==> src/rtl/rps_pkg.sv <==
// rps_pkg: shared encodings for the rock-paper-scissors match engine.
package rps_pkg;

    // Player move encoding as seen on pX_move.
    typedef enum logic [1:0] {
        MV_NONE     = 2'b00,
        MV_ROCK     = 2'b01,
        MV_PAPER    = 2'b10,
        MV_SCISSORS = 2'b11
    } move_t;

    // Round outcome, same encoding as the result output.
    typedef enum logic [1:0] {
        RES_TIE = 2'b00,
        RES_P1  = 2'b01,
        RES_P2  = 2'b10
    } result_t;

    // Match engine control states.
    typedef enum logic [1:0] {
        ST_COLLECT = 2'b00,
        ST_RESOLVE = 2'b01,
        ST_OVER    = 2'b10
    } state_t;

endpackage

==> src/rtl/rps_judge.sv <==
// rps_judge: combinational two-player round judge (move A vs move B).
module rps_judge
    import rps_pkg::*;
(
    input  logic [1:0] a_move_i,
    input  logic [1:0] b_move_i,
    output logic [1:0] result_o
);

    move_t a_move;
    move_t b_move;

    assign a_move = move_t'(a_move_i);
    assign b_move = move_t'(b_move_i);

    // Rock beats scissors, paper beats rock, scissors beats paper; NONE never scores.
    always_comb begin
        result_o = RES_TIE;
        if (a_move != MV_NONE && b_move != MV_NONE && a_move != b_move) begin
            case (a_move)
                MV_ROCK:     result_o = (b_move == MV_SCISSORS) ? RES_P1 : RES_P2;
                MV_PAPER:    result_o = (b_move == MV_ROCK)     ? RES_P1 : RES_P2;
                MV_SCISSORS: result_o = (b_move == MV_PAPER)    ? RES_P1 : RES_P2;
                default:     result_o = RES_TIE;
            endcase
        end
    end

endmodule

==> src/rtl/rps_match_engine.sv <==
// rps_match_engine: collects one move per player over valid/ready, resolves
// rounds, keeps scores/ties and ends the match at WIN_SCORE.
// Optional macro RPS_TIMEOUT_EN: forfeit a round when only one player has
// moved for TIMEOUT_CYC cycles.
module rps_match_engine
    import rps_pkg::*;
#(
    parameter int unsigned SCORE_W     = 4,
    parameter int unsigned WIN_SCORE   = 3,
    parameter int unsigned TIMEOUT_CYC = 1000
) (
    input  logic               clk,
    input  logic               rst,
    input  logic               new_match,
    input  logic               p1_valid,
    input  logic [1:0]         p1_move,
    output logic               p1_ready,
    input  logic               p2_valid,
    input  logic [1:0]         p2_move,
    output logic               p2_ready,
    output logic [1:0]         result,
    output logic               round_done,
    output logic [SCORE_W-1:0] score1,
    output logic [SCORE_W-1:0] score2,
    output logic [SCORE_W-1:0] tie_count,
    output logic               match_over,
    output logic [1:0]         match_winner,
    output logic               forfeit
);

    // Elaboration-time parameter sanity.
    if (WIN_SCORE < 1 || WIN_SCORE > (2**SCORE_W) - 1) begin : g_bad_win_score
        $error("rps_match_engine: WIN_SCORE outside 1 .. 2**SCORE_W-1");
    end
    if (TIMEOUT_CYC < 1) begin : g_bad_timeout
        $error("rps_match_engine: TIMEOUT_CYC must be at least 1");
    end

    localparam logic [SCORE_W-1:0] WIN_VAL = SCORE_W'(WIN_SCORE);
    localparam logic [SCORE_W-1:0] TIE_MAX = '1;

    state_t             state_q;
    logic               lock1_q, lock2_q;
    move_t              move1_q, move2_q;
    logic [SCORE_W-1:0] score1_q, score2_q, tie_q;
    result_t            result_q;
    result_t            winner_q;
    logic               round_done_q;
    logic               match_over_q;
    logic               p1_ready_q, p2_ready_q;

    logic               xfer1, xfer2;
    logic               lock1_d, lock2_d;
    logic               tmo_hit;
    logic               forfeit_pend;
    logic [1:0]         judge_raw;
    result_t            round_res_d;
    logic [SCORE_W-1:0] score1_d, score2_d, tie_d;
    logic               win_d;

    rps_judge u_judge (
        .a_move_i (move1_q),
        .b_move_i (move2_q),
        .result_o (judge_raw)
    );

    // Handshake decode and the outcome that RESOLVE would commit this cycle.
    always_comb begin
        xfer1   = p1_valid && p1_ready_q && (p1_move != MV_NONE);
        xfer2   = p2_valid && p2_ready_q && (p2_move != MV_NONE);
        lock1_d = lock1_q | xfer1;
        lock2_d = lock2_q | xfer2;

        // A forfeited round goes to whichever player did lock a move.
        if (forfeit_pend) begin
            round_res_d = lock1_q ? RES_P1 : RES_P2;
        end else begin
            round_res_d = result_t'(judge_raw);
        end

        score1_d = (round_res_d == RES_P1) ? score1_q + SCORE_W'(1) : score1_q;
        score2_d = (round_res_d == RES_P2) ? score2_q + SCORE_W'(1) : score2_q;
        tie_d    = (round_res_d == RES_TIE && tie_q != TIE_MAX) ? tie_q + SCORE_W'(1) : tie_q;
        win_d    = (score1_d == WIN_VAL) || (score2_d == WIN_VAL);
    end

    // Match FSM with registered outputs; ready is precomputed for the next state.
    always_ff @(posedge clk) begin
        if (rst || new_match) begin
            state_q      <= ST_COLLECT;
            lock1_q      <= 1'b0;
            lock2_q      <= 1'b0;
            move1_q      <= MV_NONE;
            move2_q      <= MV_NONE;
            score1_q     <= '0;
            score2_q     <= '0;
            tie_q        <= '0;
            result_q     <= RES_TIE;
            winner_q     <= RES_TIE;
            round_done_q <= 1'b0;
            match_over_q <= 1'b0;
            p1_ready_q   <= 1'b1;
            p2_ready_q   <= 1'b1;
        end else begin
            round_done_q <= 1'b0;
            case (state_q)
                ST_COLLECT: begin
                    if (xfer1) move1_q <= move_t'(p1_move);
                    if (xfer2) move2_q <= move_t'(p2_move);
                    lock1_q <= lock1_d;
                    lock2_q <= lock2_d;
                    if ((lock1_d && lock2_d) || tmo_hit) begin
                        state_q    <= ST_RESOLVE;
                        p1_ready_q <= 1'b0;
                        p2_ready_q <= 1'b0;
                    end else begin
                        p1_ready_q <= !lock1_d;
                        p2_ready_q <= !lock2_d;
                    end
                end
                ST_RESOLVE: begin
                    result_q     <= round_res_d;
                    score1_q     <= score1_d;
                    score2_q     <= score2_d;
                    tie_q        <= tie_d;
                    round_done_q <= 1'b1;
                    lock1_q      <= 1'b0;
                    lock2_q      <= 1'b0;
                    if (win_d) begin
                        state_q      <= ST_OVER;
                        match_over_q <= 1'b1;
                        winner_q     <= round_res_d;
                        p1_ready_q   <= 1'b0;
                        p2_ready_q   <= 1'b0;
                    end else begin
                        state_q    <= ST_COLLECT;
                        p1_ready_q <= 1'b1;
                        p2_ready_q <= 1'b1;
                    end
                end
                ST_OVER: begin
                    p1_ready_q <= 1'b0;
                    p2_ready_q <= 1'b0;
                end
                default: begin
                    state_q    <= ST_COLLECT;
                    p1_ready_q <= 1'b1;
                    p2_ready_q <= 1'b1;
                end
            endcase
        end
    end

`ifdef RPS_TIMEOUT_EN
    localparam int unsigned CNT_W = (TIMEOUT_CYC > 1) ? $clog2(TIMEOUT_CYC) : 1;

    logic [CNT_W-1:0] cnt_q;
    logic             pend_q;
    logic             forfeit_q;

    // Fires on the edge where a lone lock has waited TIMEOUT_CYC cycles and the
    // other player is still not transferring.
    assign tmo_hit = (state_q == ST_COLLECT) && (lock1_q ^ lock2_q)
                     && (cnt_q == CNT_W'(TIMEOUT_CYC - 1)) && !(lock1_d && lock2_d);
    assign forfeit_pend = pend_q;
    assign forfeit      = forfeit_q;

    // Lone-lock wait counter and forfeit bookkeeping.
    always_ff @(posedge clk) begin
        if (rst || new_match) begin
            cnt_q     <= '0;
            pend_q    <= 1'b0;
            forfeit_q <= 1'b0;
        end else begin
            forfeit_q <= 1'b0;
            case (state_q)
                ST_COLLECT: begin
                    if (tmo_hit) begin
                        pend_q <= 1'b1;
                        cnt_q  <= '0;
                    end else if (lock1_q ^ lock2_q) begin
                        cnt_q <= cnt_q + CNT_W'(1);
                    end else begin
                        cnt_q <= '0;
                    end
                end
                ST_RESOLVE: begin
                    forfeit_q <= pend_q;
                    pend_q    <= 1'b0;
                    cnt_q     <= '0;
                end
                default: begin
                    cnt_q  <= '0;
                    pend_q <= 1'b0;
                end
            endcase
        end
    end
`else
    assign tmo_hit      = 1'b0;
    assign forfeit_pend = 1'b0;
    assign forfeit      = 1'b0;
`endif

    assign p1_ready     = p1_ready_q;
    assign p2_ready     = p2_ready_q;
    assign result       = result_q;
    assign round_done   = round_done_q;
    assign score1       = score1_q;
    assign score2       = score2_q;
    assign tie_count    = tie_q;
    assign match_over   = match_over_q;
    assign match_winner = winner_q;

endmodule

==> config.mk <==
export PLATFORM = sky130hd
export DESIGN_NAME = rps_match_engine
export DESIGN_NICKNAME = d
export VERILOG_FILES = /design/src/rtl/rps_pkg.sv /design/src/rtl/rps_judge.sv /design/src/rtl/rps_match_engine.sv
export SDC_FILE = /design/constraint.sdc
export NUM_CORES = 1
export LEC_CHECK = 0
export CORE_UTILIZATION = 35
export CTS_BUF_LIST = sky130_fd_sc_hd__clkbuf_16
export CTS_CLUSTER_SIZE = 30
export DETAILED_ROUTE_END_ITERATION = 12
export PLACE_DENSITY = 0.63
export SYNTH_ARGS = -nofsm -noshare
export SYNTH_HDL_FRONTEND = slang
export SYNTH_SLANG_ARGS = --single-unit
==> constraint.sdc <==
create_clock -name clk -period 1.9 [get_ports clk]
set_input_delay 0.19 -clock clk [delete_from_list [all_inputs] [get_ports clk]]
set_output_delay 0.19 -clock clk [all_outputs]
set_load 0.01 [all_outputs]
## Yosys cells after proc, flatten, opt, wreduce, memory -nomap -nowiden

Cells that the tools add are included.

| operators by class | value |
|---|---|
| add/subtract/negate cells | 3 |
| equal/unequal tests | 15 |
| muxes and demuxes | 18 |
| bitwise logic cells | 3 |
| reductions and logical operators | 24 |

Operator list:

| cell | count |
|---|---|
| $add 4x1->4 const B | 3 |
| $eq 2x2->1 const B | 6 |
| $mux 2 | 6 |
| $pmux 2 s3 | 2 |
| $reduce_and 2->1 | 5 |
| $reduce_bool 2->1 | 5 |
| $eq 2x1->1 const B | 4 |
| $eq 4x2->1 const B | 2 |
| $logic_and 1x1->1 | 8 |
| $mux 4 | 2 |
| $pmux 1 s3 | 2 |
| $logic_not 2->1 | 2 |
| $mux 1 | 4 |
| $ne 4x4->1 const B | 1 |
| $pmux 1 s2 | 2 |
| $logic_not 1->1 | 2 |
| $logic_or 1x1->1 | 2 |
| $ne 2x2->1 | 1 |
| $ne 2x2->1 const B | 1 |
| $or 1x1->1 | 2 |
| $not 1->1 | 1 |

| storage, ports and cells | value |
|---|---|
| bits in registers | 28 |
| bits of input ports | 9 |
| output and inout port bits | 21 |
| word-level logic and storage cells | 77 |

## Depth between registers and ports, before layout

| depth | value |
|---|---|
| depth after elaboration | 10 |
| mapped depth | 8 |
| gate-level depth less buffers | 7 |

## Cells and area by module

From an unflattened synthesis, not the netlist that was laid out.

| unflattened totals | value |
|---|---|
| cell total of the unflattened synthesis | 146 |
| area, all modules | 1291.2 um^2 |

By module, submodules not included:

| module | instances | cells each | area an instance (um^2) | sequential area each (um^2) |
|---|---|---|---|---|
| rps_match_engine | 1 | 138 | 1233.7 | 560.5 |
| rps_judge | 1 | 8 | 57.6 | 0.0 |

## Worst setup path after synthesis

Ideal clock, no wire load.

| timing | value |
|---|---|
| kind | register to register |
| start point | register score1_q[1], in the netlist score1[1] |
| end point | register winner_q[0], in the netlist match_winner[0] |
| setup time | 86 ps |
| arrival | 1682 ps |
| data required time | 1814 ps |
| path slack | 133 ps |
| cell stages (with the launch flop) | 8 |
| path buffers | 0 |
| period minus slack after synthesis | 1767 ps |
| path through | dfxtp_1 -> ha_1 -> inv_1 -> a211o_1 -> a311oi_2 -> and4_1 -> nor3_1 -> a211oi_1 |

| between the ends | value |
|---|---|
| word-level cells in the longest chain between the ends | 5 |

RTL lines:

| what | RTL line | source |
|---|---|---|
| start, declared | rps_match_engine.sv:45 | `logic [SCORE_W-1:0] score1_q, score2_q, tie_q;` |
| start signal, assigned | rps_match_engine.sv:123 | `score1_q <= score1_d;` |
| $add 4x1->4 | rps_match_engine.sv:81 | `score1_d = (round_res_d == RES_P1) ? score1_q + SCORE_W'(1) : score1_q;` |
| $mux 4 * | rps_match_engine.sv:81 |  |
| $eq 4x2->1 * | rps_match_engine.sv:84 | `win_d = (score1_d == WIN_VAL) \|\| (score2_d == WIN_VAL);` |
| $logic_or 1x1->1 * | rps_match_engine.sv:84 |  |
| $reduce_and 2->1 (no source line) * | -- |  |
| end signal, assigned | rps_match_engine.sv:132 | `winner_q <= round_res_d;` |
| end, declared | rps_match_engine.sv:47 | `result_t winner_q;` |

Mark *: on every way between the ends. The rest lies on a longest branch, timed or not.
A chain may end at the register's enable or synchronous reset.

## Final worst setup path

| timing | value |
|---|---|
| start point | register move1_q[1] |
| end point | register winner_q[0], in the netlist match_winner[0] |

| between the ends | value |
|---|---|
| word-level cells in the longest chain between the ends | 9 |
| elaborated cells between the ends (all ways) | 17 |
| classes of those cells | eq/ne: 8; mux: 4; reduce/logical: 5 |

RTL lines:

| what | RTL line | source |
|---|---|---|
| start, declared | rps_match_engine.sv:44 | `move_t move1_q, move2_q;` |
| start signal, assigned | rps_match_engine.sv:108 | `if (xfer1) move1_q <= move_t'(p1_move);` |
| parallel branches: the longest is 3 deep, another holds $pmux 2 s3 | -- |  |
| $mux 2 * | rps_judge.sv:19 | `if (a_move != MV_NONE && b_move != MV_NONE && a_move != b_move) begin` |
| $eq 2x1->1 or $eq 2x2->1 (tied branches) | rps_match_engine.sv:81, rps_match_engine.sv:82 |  |
| $mux 4 (on tied branches) | rps_match_engine.sv:81, rps_match_engine.sv:82 |  |
| $eq 4x2->1 | rps_match_engine.sv:84 |  |
| $logic_or 1x1->1 | rps_match_engine.sv:84 |  |
| $reduce_and 2->1 (no source line) | -- |  |

Every way passes the cells marked *.

==> metrics list <==
* Critical path destination: match_winner[0]
* Synthesized net count: 196
* Area of the die: 0.00473 mm^2
* Overflow left after global routing: 0
- The worst register-to-register path ends at match_winner[0].
* Routed length per instance: about 13 um
* Startpoint type of the worst setup path: flop
- CORE AREA: 0.00414 mm^2
- In this run the cell area measured after placement is 0.00197 mm^2.
- Count of final setup violators: 0
- Startpoint of the worst setup timing path: move1_q[1]
- Clock Sink Count: 28
- At the pin with the least slew margin, the transition time is 516 ps.
- #FFs+latches synth: 28
- Ranked by instance count, the synthesized netlist is headed by dfxtp_1 (28), nor2_1 (22), nand2_1 (14).
- In this run the cell area of the synthesized design comes to 0.00156 mm^2.
* Remaining max-slew budget at the tightest pin: 0.656
- Clk buf depth: 2
* Logic depth of the worst register-to-register path: 6
* Time the worst path needs with I/O delays and setup: 1800 ps
* Root buffer cell: clkbuf_16
* Share of synthesized flip-flops with an asynchronous set or reset: 0
- Pin placement for this block handled 30 I/O pins.
- Setup slack on the worst reg-to-reg path comes out at between 90 and 100 ps.
- The netlist uses between 40 and 50 different library cells.
- After detailed routing, the number of vias per cell comes to 5.30.
- Row Count: 23
- Sequential share of the synthesized area: 0.359
- The worst hold path belongs to the class reg2reg.
- For this run, the post-layout net count is 236.
- After the first detailed-routing iteration, the DRC count stood at 105.
* Total track usage: 0.167
* Clock latency on the worst-skew pair: 260 ps
* Minimum setup slack after placement: 40.5 ps
- The startpoint identified for the worst register-to-register timing path is move1_q[1].
* Post-route fraction of the period consumed by the critical path: 0.949
* Total CTS buffers: 3
* Cell type with the largest total area after synthesis: dfxtp_1
* Antenna violations before repair: 0
* Synthesized area per cell: between 8 and 9 um^2
- Worst hold path startpoint: result[1]
* Required @ worst endpoint: 2030 ps
- H-tree depth: 1
- The count of nets left with antenna violations once routing finished came out at 0.
- Starting utilization of the core area: 0.377
* Clock transition at the register clock pins on the worst setup and hold paths after CTS: approximately 70 ps
* Chip width: 68.8 um
* Final Hold Vio Count: 0
* Final RePlAce weighted congestion: 0.756
* Max-cap violations: 0
- Final core occ: 0.518
* Critical path endpoint category: flop
- Fmax: 0.555 GHz
- From synthesis to final layout, the design area changed by 37.7%.
- Area share of the largest cell type after synthesis: 0.359
- DRC errors left: 0
- Crit path DAT: about 1900 ps
- Static power due to leakage: between 0.0008 and 0.0009 uW
- Power per standard cell area: slightly above 600 mW/mm^2
- On the final layout, the worst clock skew is 2.01 ps.
- Fraction of final layout cells sized beyond drive strength 1: 0.193
- Final hold analysis gives a worst-case slack of 459 ps.
- Clock tree from TritonCTS: yes
- The via count of the first global-routing pass was about 1,300.
- The number of pins with negative max-slew slack in the final report was 0.
- The flow ran to the end, and the final reports show no timing, DRC or antenna violations.
* Aggregate routed wire length: 3.60 mm
- Along the worst path, the maximum fanout reaches 5.
* Critical path class: reg2reg
- Count of warnings emitted by yosys: 0
* Most frequently used cell type in the post-synthesis netlist: dfxtp_1
* Primary FF master, synth: dfxtp_1
- Number of port buffers: 28
* RSZ-0062 raised after global routing: true
- Initial DRT Pass Iterations: 4
- Counting flops with a built-in enable in the synthesized netlist gives 0.
- Post-route design area: 0.00215 mm^2
- Number of fill cells in the layout: 384
- Setup slack after layout: 97.6 ps
- In this run the vertical extent of the chip is 68.8 um.
* Leading cell types by total area after synthesis: dfxtp_1 (36%), nor2_1 (5.3%), nand2_1 (3.4%), nand4b_1 (3.4%), xor2_1 (3.4%)
* Maximum number of pins on one net before global-route repair: 26
- The routed layout has 1,446 vias.
- The number of antenna diodes in the final layout is 0.
- HPWL after detailed placement: 2.55 mm
- For the final routed database, the setup TNS stands at 0 ps.
- IR analysis of the VDD net gives a maximum drop of 0.361 mV.
- Count of mapped cells out of synthesis: 184
- The first global-routing pass estimated between 5 and 6 mm of wire.
[per-layer routing]
metal / wire (um) / global-route usage
met1: 1720 / 0.214
met5: 0 / 0
met3: 121 / 0.0395
met4: 36 / 0.0434
met2: 1730 / 0.279
[repair_timing]
action | 4_1_cts | 5_1_grt
resized for setup | 1 | 18
buffers inserted | 0 | 2
setup endpoints to repair | 1 | 6
pin swaps | 0 | 7
hold buffers | 0 | 0
[power breakdown]
| group | switching (uW) | total [uW] | internal, uW |
|---|---|---|---|
| combinational | 51.4 | 105 | 54.1 |
| clock | 203 | 623 | 420 |
| sequential | 8.16 | 600 | 592 |
[per-stage QoR]
step / instances / total power, uW
floorplan: 184 / 677
global placement: 267 / 716
detailed placement: 267 / 716
CTS: 271 / 1340
global route: 273 / 1390
finish: 273 / 1330
[area by class of cell]
class	count	area, um^2	share of cell area
Clock inverter	1	30.0	0.0140
Sequential cell	28	576	0.268
Timing Repair Buffer	48	447	0.208
Multi-Input combinational cell	139	943	0.439
Inverter	4	15.0	0.00699
Tap cell	50	62.6	0.0291
Clock buffer	3	75.1	0.0349
[kinds of logic (layout without fill, tap and decap cells)]
logic type                 Yosys count  in the layout  share of synthesized area
and+or+nand+nor                     81             81                      0.281
AOI/OAI and AO/OA                   38             38                      0.172
DFF                                 28             28                      0.359
buffers and inverters               17             56                     0.0625
xor gates and xnor gates            10             10                     0.0561
muxes                                6              6                     0.0417
adders and majority gates            3              3                     0.0241
other                                1              1                    0.00240
[worst min path at each step]
stage,slack [ps],endpoint,cells after the start
floorplan,310,p1_ready,2
global placement,450,result[1],2
detailed placement,450,result[1],2
CTS,460,result[1],2
global route,500,match_over,1
finish,460,result[1],2
[worst max-delay path, stage by stage, from the launching register on]
cell	delay, ps
dfxtp_2	370
and4bb_1	240
a31o_1	230
mux2_4	330
o211a_1	240
nor3_1	200
a211oi_2	60
[layout by cell type, fill, tap and decap left out, types with 6 or more instances in the layout]
cell type	netlist	final
clkdlybuf4s50_1	0	28
nor2_1	22	22
dfxtp_1	28	22
buf_4	1	18
nand2_1	14	14
a21oi_1	10	10
nor3_1	10	10
nand3_1	7	7
o21ai_0	7	6
nand4b_1	6	6
[sequential cells by signal (all words and copies together) (netlist names), 2 cells and up]
| name | flops |
|---|---|
| tie_count | 4 |
| move1_q | 2 |
| score2 | 4 |
| move2_q | 2 |
| score1 | 4 |
| match_winner | 2 |
| state_q | 2 |
| result | 2 |
No activity file was read; power rests on OpenSTA's default activity.
